`config.mk`:
```
export PLATFORM = sky130hd
export DESIGN_NAME = multdiv_iter_flat
export DESIGN_NICKNAME = d
export VERILOG_FILES = /design/src/rtl/multdiv_pkg.sv /design/src/rtl/multdiv_if.sv /design/src/rtl/cond_negate.sv /design/src/rtl/multdiv_iter.sv /design/src/flat_wrapper.sv
export SDC_FILE = /design/constraint.sdc
export NUM_CORES = 1
export LEC_CHECK = 0
export CORE_MARGIN = 4
export CORE_UTILIZATION = 68
export CTS_BUF_LIST = sky130_fd_sc_hd__clkbuf_4 sky130_fd_sc_hd__clkbuf_8
export CTS_CLUSTER_DIAMETER = 100
export DETAILED_ROUTE_END_ITERATION = 6
export GPL_ROUTABILITY_DRIVEN = 0
export PLACE_DENSITY = 0.89
export SLEW_MARGIN = 10
export SYNTH_ARGS = -nofsm -noshare
export SYNTH_HDL_FRONTEND = slang
export SYNTH_HIERARCHICAL = 1
export SYNTH_SLANG_ARGS = --single-unit
```
`constraint.sdc`:
```
create_clock -name clock -period 12.8 [get_ports clock]
set_clock_uncertainty 0.15 [all_clocks]
set_input_delay 1.92 -clock clock [delete_from_list [all_inputs] [get_ports clock]]
set_output_delay 1.92 -clock clock [all_outputs]
set_load 0.02 [all_outputs]
```
`src/rtl/multdiv_pkg.sv`:
```
// multdiv_pkg: shared definitions for the iterative multiply/divide unit.
//   - op encodings (OP_MUL, OP_MULH, OP_DIV, OP_REM)
//   - FSM state enum (S_IDLE, S_RUN, S_FIX, S_DONE)
package multdiv_pkg;

  localparam logic [1:0] OP_MUL  = 2'b00;  // low half of product
  localparam logic [1:0] OP_MULH = 2'b01;  // high half of product
  localparam logic [1:0] OP_DIV  = 2'b10;  // quotient
  localparam logic [1:0] OP_REM  = 2'b11;  // remainder

  typedef enum logic [1:0] {
    S_IDLE = 2'b00,
    S_RUN  = 2'b01,
    S_FIX  = 2'b10,
    S_DONE = 2'b11
  } state_e;

endpackage

```
`src/rtl/multdiv_if.sv`:
```
// multdiv_if: request/response bundle between the execute stage and the
// multiply/divide unit.
//   master (pipeline): drives start, op, is_signed, operand_a, operand_b;
//                      observes busy, result, exception, result_rdy.
//   slave  (unit)    : the reverse.
interface multdiv_if #(
  parameter int WIDTH = 32
);
  logic             start;
  logic [1:0]       op;
  logic             is_signed;
  logic [WIDTH-1:0] operand_a;
  logic [WIDTH-1:0] operand_b;
  logic             busy;
  logic [WIDTH-1:0] result;
  logic             exception;
  logic             result_rdy;

  modport master (
    output start, op, is_signed, operand_a, operand_b,
    input  busy, result, exception, result_rdy
  );

  modport slave (
    input  start, op, is_signed, operand_a, operand_b,
    output busy, result, exception, result_rdy
  );
endinterface

```
`src/rtl/cond_negate.sv`:
```
// cond_negate: passes i_x through, or its two's-complement negation
// (~x + 1 at WIDTH bits) when i_en is high. Purely combinational.
//   i_en : negate enable
//   i_x  : input value
//   o_y  : i_x or -i_x
module cond_negate #(
  parameter int WIDTH = 32
) (
  input  logic             i_en,
  input  logic [WIDTH-1:0] i_x,
  output logic [WIDTH-1:0] o_y
);
  assign o_y = i_en ? (~i_x + WIDTH'(1)) : i_x;
endmodule

```
`src/rtl/multdiv_iter.sv`:
```
// multdiv_iter: iterative radix-2 multiply/divide unit with fixed latency.
// Operands are reduced to magnitudes on start, a WIDTH-step unsigned
// shift-add (MUL/MULH) or restoring shift-subtract (DIV/REM) runs, then a
// fix-up cycle restores signs and applies special-case results.
// result_rdy pulses WIDTH+2 cycles after start.
//   clock   : rising-edge clock
//   reset_n : asynchronous active-low reset
//   bus     : multdiv_if slave (start/op/is_signed/operands in,
//             busy/result/exception/result_rdy out)
module multdiv_iter
  import multdiv_pkg::*;
#(
  parameter  int WIDTH = 32,
  localparam int CW    = $clog2(WIDTH + 1)
) (
  input  logic     clock,
  input  logic     reset_n,
  multdiv_if.slave bus
);

  localparam logic [WIDTH-1:0] MIN_MAG = {1'b1, {(WIDTH-1){1'b0}}};

  state_e             r_state;
  logic [CW-1:0]      r_cnt;
  logic [1:0]         r_op;
  logic               r_signed;
  logic               r_sign_a;
  logic               r_sign_b;
  logic [WIDTH-1:0]   r_a_raw;
  logic [WIDTH-1:0]   r_mag_a;
  logic [WIDTH-1:0]   r_mag_b;
  // MUL: {carry, hi, lo}; DIV: {rem (WIDTH+1), quot (WIDTH)}
  logic [2*WIDTH:0]   r_acc;
  logic               r_busy;
  logic               r_rdy;
  logic               r_exc;
  logic [WIDTH-1:0]   r_result;

  logic [WIDTH-1:0]   w_mag_a;
  logic [WIDTH-1:0]   w_mag_b;
  logic [WIDTH:0]     w_mul_sum;
  logic [2*WIDTH:0]   w_mul_next;
  logic [2*WIDTH:0]   w_div_sh;
  logic [WIDTH:0]     w_div_trial;
  logic [2*WIDTH:0]   w_div_next;
  logic [2*WIDTH-1:0] w_prod;
  logic [WIDTH-1:0]   w_quot;
  logic [WIDTH-1:0]   w_rem;
  logic               w_b_zero;
  logic               w_div_ovf;
  logic [WIDTH-1:0]   w_fix_result;
  logic               w_fix_exc;

  // Operand magnitudes; MIN_INT maps onto unsigned 2^(WIDTH-1).
  cond_negate #(.WIDTH(WIDTH)) u_neg_a (
    .i_en (bus.is_signed & bus.operand_a[WIDTH-1]),
    .i_x  (bus.operand_a),
    .o_y  (w_mag_a)
  );
  cond_negate #(.WIDTH(WIDTH)) u_neg_b (
    .i_en (bus.is_signed & bus.operand_b[WIDTH-1]),
    .i_x  (bus.operand_b),
    .o_y  (w_mag_b)
  );

  // Shift-add step: add multiplicand into the high half when the current
  // multiplier bit is set, then shift the whole register right.
  assign w_mul_sum  = r_acc[2*WIDTH:WIDTH] + (r_acc[0] ? {1'b0, r_mag_a} : '0);
  assign w_mul_next = {1'b0, w_mul_sum, r_acc[WIDTH-1:1]};

  // Restoring step: shift left, trial-subtract divisor; bit WIDTH of the
  // trial result is its sign, so a clear bit means the subtract fits.
  assign w_div_sh    = {r_acc[2*WIDTH-1:0], 1'b0};
  assign w_div_trial = w_div_sh[2*WIDTH:WIDTH] - {1'b0, r_mag_b};
  assign w_div_next  = w_div_trial[WIDTH] ? w_div_sh
                                          : {w_div_trial, w_div_sh[WIDTH-1:1], 1'b1};

  // Sign restoration for the fix-up cycle.
  cond_negate #(.WIDTH(2*WIDTH)) u_neg_prod (
    .i_en (r_sign_a ^ r_sign_b),
    .i_x  (r_acc[2*WIDTH-1:0]),
    .o_y  (w_prod)
  );
  cond_negate #(.WIDTH(WIDTH)) u_neg_quot (
    .i_en (r_sign_a ^ r_sign_b),
    .i_x  (r_acc[WIDTH-1:0]),
    .o_y  (w_quot)
  );
  cond_negate #(.WIDTH(WIDTH)) u_neg_rem (
    .i_en (r_sign_a),
    .i_x  (r_acc[2*WIDTH-1:WIDTH]),
    .o_y  (w_rem)
  );

  assign w_b_zero  = (r_mag_b == '0);
  assign w_div_ovf = r_signed & r_sign_a & r_sign_b &
                     (r_mag_a == MIN_MAG) & (r_mag_b == WIDTH'(1));

  always_comb begin
    w_fix_result = '0;
    w_fix_exc    = 1'b0;
    case (r_op)
      OP_MUL: begin
        w_fix_result = w_prod[WIDTH-1:0];
        if (r_signed)
          w_fix_exc = (w_prod[2*WIDTH-1:WIDTH] != {WIDTH{w_prod[WIDTH-1]}});
        else
          w_fix_exc = (w_prod[2*WIDTH-1:WIDTH] != '0);
      end
      OP_MULH: w_fix_result = w_prod[2*WIDTH-1:WIDTH];
      OP_DIV: begin
        if (w_b_zero) begin
          w_fix_result = '1;
          w_fix_exc    = 1'b1;
        end else if (w_div_ovf) begin
          w_fix_result = MIN_MAG;
          w_fix_exc    = 1'b1;
        end else begin
          w_fix_result = w_quot;
        end
      end
      default: begin  // OP_REM
        if (w_b_zero) begin
          w_fix_result = r_a_raw;
          w_fix_exc    = 1'b1;
        end else if (w_div_ovf) begin
          w_fix_result = '0;
          w_fix_exc    = 1'b1;
        end else begin
          w_fix_result = w_rem;
        end
      end
    endcase
  end

  always_ff @(posedge clock or negedge reset_n) begin
    if (!reset_n) begin
      r_state  <= S_IDLE;
      r_cnt    <= '0;
      r_op     <= OP_MUL;
      r_signed <= 1'b0;
      r_sign_a <= 1'b0;
      r_sign_b <= 1'b0;
      r_a_raw  <= '0;
      r_mag_a  <= '0;
      r_mag_b  <= '0;
      r_acc    <= '0;
      r_busy   <= 1'b0;
      r_rdy    <= 1'b0;
      r_exc    <= 1'b0;
      r_result <= '0;
    end else begin
      r_rdy <= 1'b0;
      // start in any state (re)starts; an op still in RUN/FIX is dropped.
      if (bus.start) begin
        r_state  <= S_RUN;
        r_cnt    <= '0;
        r_op     <= bus.op;
        r_signed <= bus.is_signed;
        r_sign_a <= bus.is_signed & bus.operand_a[WIDTH-1];
        r_sign_b <= bus.is_signed & bus.operand_b[WIDTH-1];
        r_a_raw  <= bus.operand_a;
        r_mag_a  <= w_mag_a;
        r_mag_b  <= w_mag_b;
        r_acc    <= bus.op[1] ? {{(WIDTH+1){1'b0}}, w_mag_a}
                              : {{(WIDTH+1){1'b0}}, w_mag_b};
        r_busy   <= 1'b1;
      end else begin
        case (r_state)
          S_RUN: begin
            r_acc <= r_op[1] ? w_div_next : w_mul_next;
            r_cnt <= r_cnt + CW'(1);
            if (r_cnt == CW'(WIDTH - 1))
              r_state <= S_FIX;
          end
          S_FIX: begin
            r_result <= w_fix_result;
            r_exc    <= w_fix_exc;
            r_rdy    <= 1'b1;
            r_state  <= S_DONE;
          end
          S_DONE: begin
            r_busy  <= 1'b0;
            r_state <= S_IDLE;
          end
          default: r_state <= S_IDLE;
        endcase
      end
    end
  end

  assign bus.busy       = r_busy;
  assign bus.result     = r_result;
  assign bus.exception  = r_exc;
  assign bus.result_rdy = r_rdy;

endmodule

```
`src/flat_wrapper.sv`:
```
// flat-port wrapper written by rule: the top's interface ports become plain ports
module multdiv_iter_flat import multdiv_pkg::*;
#(
  parameter  int WIDTH = 32,
  localparam int CW    = $clog2(WIDTH + 1)
)
  (clock, reset_n, bus_start, bus_op, bus_is_signed, bus_operand_a, bus_operand_b, bus_busy, bus_result, bus_exception, bus_result_rdy);
  multdiv_if #(.WIDTH(WIDTH)) bus_i ();
  input  logic clock;
  input  logic reset_n;
  input wire logic [$bits(bus_i.start)-1:0] bus_start;
  input wire logic [$bits(bus_i.op)-1:0] bus_op;
  input wire logic [$bits(bus_i.is_signed)-1:0] bus_is_signed;
  input wire logic [$bits(bus_i.operand_a)-1:0] bus_operand_a;
  input wire logic [$bits(bus_i.operand_b)-1:0] bus_operand_b;
  output wire logic [$bits(bus_i.busy)-1:0] bus_busy;
  output wire logic [$bits(bus_i.result)-1:0] bus_result;
  output wire logic [$bits(bus_i.exception)-1:0] bus_exception;
  output wire logic [$bits(bus_i.result_rdy)-1:0] bus_result_rdy;
  assign bus_i.start = bus_start;
  assign bus_i.op = bus_op;
  assign bus_i.is_signed = bus_is_signed;
  assign bus_i.operand_a = bus_operand_a;
  assign bus_i.operand_b = bus_operand_b;
  assign bus_busy = bus_i.busy;
  assign bus_result = bus_i.result;
  assign bus_exception = bus_i.exception;
  assign bus_result_rdy = bus_i.result_rdy;
  multdiv_iter #(.WIDTH(WIDTH)) u_core (.clock(clock), .reset_n(reset_n), .bus(bus_i));
endmodule
```
== Word level (Yosys, flattened, before mapping) ==
Index checks and enable logic that the tools add are counted.

* Register bits: 209
* Bits in latches: 0
* Memory bits (writable): 0
* Memory bits (read-only): 0
* Output and inout port bits: 35
* Logic and storage cells: 80
* Memories: 0

* $add $sub $neg: 8
* $mul: 0
* Div/mod/pow operators: 0
* Order comparisons: 0
* Eq/ne operators: 10
* Shift-type cells: 0
* Muxes and demuxes: 29
* Bitwise gates (word level): 13
* Reduce and logical (&&, ||, !) cells: 6

{| class="wikitable"
|+ Operators by type and width
! cell !! number
|-
| $mux 32 || 10
|-
| $mux 65 || 4
|-
| $add 32x1->32 const B || 4
|-
| $not 32->32 || 4
|-
| $pmux 32 s3 || 1
|-
| $add 64x1->64 const B || 1
|-
| $mux 64 || 1
|-
| $not 64->64 || 1
|-
| $add 33x33->33 || 1
|-
| $sub 33x32->33 || 1
|-
| $eq 32x1->1 const B || 1
|-
| $eq 32x32->1 const B || 1
|-
| $logic_not 32->1 || 1
|-
| $ne 32x32->1 || 1
|-
| $reduce_bool 32->1 || 1
|-
| $mux 6 || 2
|-
| $mux 1 || 7
|-
| $add 6x1->6 const B || 1
|-
| $and 1x1->1 || 6
|-
| $eq 2x2->1 const B || 3
|-
| $eq 6x5->1 const B || 1
|-
| $eq 2x1->1 const B || 2
|-
| $mux 2 || 2
|-
| $pmux 2 s2 || 1
|-
| other kinds (7) || 8
|}

== Depth between registers and ports, before layout ==
* Word-level depth: 7
* Depth in mapped cells: 19
* Depth with buffers taken out: 18

== By module ==
Netlist, hierarchy kept.

{| class="wikitable"
|+ Modules (own cells, without submodules)
! module !! times used !! cells an instance !! area an instance (um2)
|-
| multdiv_iter || 1 || 1,610 || 14,408.8
|-
| cond_negate (u_core.u_neg_a ...) || 4 || 99 || 777.0
|-
| cond_negate (u_core.u_neg_prod) || 1 || 206 || 1,649.1
|}

== Least setup slack after synthesis ==
OpenSTA, ideal clock, no wires.

* Path type: reg2reg
* Start point: register u_core.r_acc[31]
* End point: register u_core.r_acc[63]
* Arrival: 3.744 ns
* Setup slack: 8.785 ns
* Cell stages (with the launch flop): 18
* Buffers on the path: 0
* Cell sequence: dfrtp_1 inv_1 ha_1 fa_1 nand2b_1 a21oi_1 o21ai_1 o21ai_0 a21oi_1 a31oi_1 a31oi_1 o21ai_0 ha_1 inv_1 nor3b_1 a211o_1 or3b_1 a32o_1

* Cells in the longest elaborated chain, start to end: 5

{| class="wikitable"
|+ RTL lines
! item !! line !! text
|-
| start: declaration || multdiv_iter.sv:33 || <nowiki>logic [2*WIDTH:0] r_acc;</nowiki>
|-
| start signal: assignment || multdiv_iter.sv:165 || <nowiki>r_acc <= bus.op[1] ? {{(WIDTH+1){1'b0}}, w_mag_a}</nowiki>
|-
| start signal: assignment || multdiv_iter.sv:171 || <nowiki>r_acc <= r_op[1] ? w_div_next : w_mul_next;</nowiki>
|-
| $sub 33x32->33 || multdiv_iter.sv:74 || <nowiki>assign w_div_trial = w_div_sh[2*WIDTH:WIDTH] - {1'b0, r_mag_b};</nowiki>
|-
| $mux 65 || multdiv_iter.sv:75 || <nowiki>assign w_div_next = w_div_trial[WIDTH] ? w_div_sh</nowiki>
|-
| $mux 65 || multdiv_iter.sv:171 ||
|-
| $mux 65 || multdiv_iter.sv:169 || <nowiki>case (r_state)</nowiki>
|-
| $mux 65 || multdiv_iter.sv:155 || <nowiki>if (bus.start) begin</nowiki>
|}

Every way passes these cells. The select of a mux whose other input is x is not followed.
A chain may end at the register's enable or synchronous reset.

== Worst setup path in the final report ==
Same ends and word-level chain as after synthesis.

==> impl_metrics.tcl <==
set metrics [dict create \
    seq_area_frac_synth 0.273 \
    r2r_end "u_core/r_acc[63]" \
    syn_nets 2358 \
    reg2reg_slack_ps 7580 \
    grt_pass1_wl_mm 100 \
    min_period_ps 5220 \
    gr-total-overflow 0 \
    ant_nets 0 \
    outcome "finished clean" \
    p_leak_nw 8.20 \
    synth_edf_count 0 \
    via_per_inst 7.33 \
    initial_core_util 0.690 \
    max_freq_ghz 0.192 \
    synthesis.area_mm2 0.0192 \
    grt_pass1_vias 18321 \
    worstHoldPathCells 2 \
    dpl_worst_slack_ps 7850 \
    avgRoutedWirePerCell_um 24.4 \
    maxSlewViolCount 0 \
    layout_common_cells "xnor2_1 (208), dfrtp_1 (207), nand2_1 (189)" \
    syn2layout_area_growth_pct 10.6 \
    setup_tns_ps 0 \
    antenna_cells 0 \
    setup.worst_path.class "flop to flop" \
    avgSynthCellArea_um2 8.66 \
    synth_warnings 6 \
    dr_total_vias 19440 \
    synth_cell_types 93 \
    die_w_um 176 \
    root_buffer "clkbuf_8" \
    drc_errors 0 \
    dp_hpwl_mm 45.9 \
    critPathCaptureType "flop" \
    arrival_ps 5510 \
    wl_met2_mm 27.3 \
    rows 61 \
    antenna_found_initial 0 \
    grt_usage 0.401 \
    placedInstanceArea_mm2 0.0203 \
    postCtsHoldBufs 0 \
    startpoint_type "flop" \
    reg2reg_depth 17 \
    synth_seq_cells 209 \
    synthFlopType "dfrtp_1" \
    max_slew_margin 0.225 \
    clkTransAtPathRegs_ps 60 \
    fin_crit_sh 0.408 \
    setup_ws_ps 7580 \
    grt_max_degree 147 \
    core_mm2 0.0278 \
    cts_setup_buffers 0 \
    timing.rr.start "u_core/r_acc[31]" \
    crit_fanout 16 \
    layout_commonest_cell "xnor2_1" \
    die_h_um 176 \
    power-per-cell-area_mw_per_mm2 224 \
    final_nets 2395 \
    hold_path_end "u_core/bus.result[25]" \
    finalWirelength_mm 64.7 \
    pin_count 105 \
    cp.required_ps 13100 \
    clk_latency_ps 560 \
    fin_area_mm2 0.0212 \
    tightest_slew_ps 1160 \
    hp-class "flop to flop" \
    worstHoldStart "u_core/bus.result[25]" \
    synthCells 2212 \
    routed.top_layer "met4" \
    cts_buffers 40 \
    final-setup-viol-count 0 \
    peakVddDrop_mv 0.127 \
    drt_iter0_drc 3319 \
    h-tree-depth 2 \
    final_hold_viol_count 0 \
    cts_buffer_depth 3 \
    tritoncts "yes" \
    dr.pass1.iters 7 \
    clock-sinks 209 \
    nFillCells 1887 \
    rsz0062_at_grt "false" \
    m1WireLength_mm 23.7 \
    portBuffers 104 \
    async_flop_share 1.00 \
    cap_viol_max_count 0 \
    drive_gt1_frac 0.120 \
    die_area_mm2 0.0309 \
    wl_met3_mm 8.75 \
    cts_resized 0 \
]
[worst max path at each step]
stage	from	end
2_1_floorplan	u_core/r_acc[31]	u_core/r_acc[63]
3_3_place_gp	u_core/r_acc[31]	u_core/r_acc[63]
3_5_place_dp	u_core/r_acc[31]	u_core/r_acc[63]
4_1_cts	u_core/r_acc[31]	u_core/r_acc[63]
5_1_grt	u_core/r_acc[31]	u_core/r_acc[63]
6_report	u_core/r_acc[31]	u_core/r_acc[63]
[metal layers]
layer | GRT usage | up-vias
met1 | 0.517 | 9096
li1 | - | 8322
met5 | 0 | -
met4 | 0.227 | 0
met2 | 0.605 | 1614
met3 | 0.114 | 408
[registers in the layout, indices dropped and copies added, names as in the netlist]
name	flops
u_core/r_signed	1
u_core/r_sign_b	1
u_core/r_a_raw	32
u_core/r_mag_b	32
u_core/r_state	2
u_core/r_op	2
u_core/r_sign_a	1
u_core/bus.exception	1
u_core/r_cnt	6
u_core/bus.busy	1
u_core/r_mag_a	32
u_core/r_acc	65
u_core/bus.result	32
u_core/bus.result_rdy	1
[layout make-up]
type	count	area [um^2]	area share
clock buffers	64	818	0.0386
clock inverters	3	40.0	0.00189
inverters	70	263	0.0124
multi-input cells	1800	13100	0.620
flip-flops and latches	209	5240	0.247
well taps	378	473	0.0223
repair buffers	128	1220	0.0577
[Yosys cell counts, types with 56 or more instances]
cell / n / share of area
dfrtp_1: 209 / 0.27
a211oi_1: 103 / 0.040
nor2_1: 140 / 0.027
a21oi_1: 124 / 0.032
inv_1: 68 / 0.013
ha_1: 74 / 0.048
o41ai_1: 56 / 0.026
mux2_2: 74 / 0.043
xnor2_1: 208 / 0.095
o31ai_1: 57 / 0.022
mux2i_1: 73 / 0.038
nand2_1: 189 / 0.037
clkbuf_1: 86 / 0.017
o21ai_0: 137 / 0.036
[report_power, final]
part | switching (mW) | internal [mW]
Sequential | 0.447 | 0.830
Combinational | 1.63 | 1.12
Clock | 0.307 | 0.421
Total | 2.38 | 2.37
[worst max-delay path, stage by stage, from the launching register on]
cell,delay (ps)
dfrtp_1,640
inv_1,90
ha_1,220
fa_1,410
nand2b_1,180
a21oi_1,250
o21ai_1,200
o21ai_0,410
a21oi_1,170
a31oi_1,310
a31oi_1,170
o21ai_0,210
ha_1,270
inv_1,420
nor3b_1,120
a211o_1,280
or3b_1,380
a32o_1,220
[through the flow]
| stage | hold WS, ps | util | cells | power [mW] |
|---|---|---|---|---|
| after CTS | 332 | 0.763 | 2652 | 4.61 |
| after detailed placement | 313 | 0.732 | 2585 | 3.86 |
| final | 328 | 0.763 | 2652 | 4.75 |
| after floorplan | 331 | - | 2212 | 3.09 |
| after global routing | 338 | 0.763 | 2652 | 4.97 |
| after global placement | 311 | 0.732 | 2585 | 3.76 |
[logic make-up (layout without fill, tap and decap cells)]
logic type	Yosys count	after routing	synth area share
XOR/XNOR	235	235	0.107
multiplexers	147	147	0.0816
flip-flops	209	209	0.273
AND/OR/NAND/NOR	693	693	0.203
AO/OA/AOI/OAI	649	649	0.242
adder cells (fa/ha/maj)	76	76	0.0504
buffers and inverters	203	265	0.0427
Power figures use the tool's default switching activity.
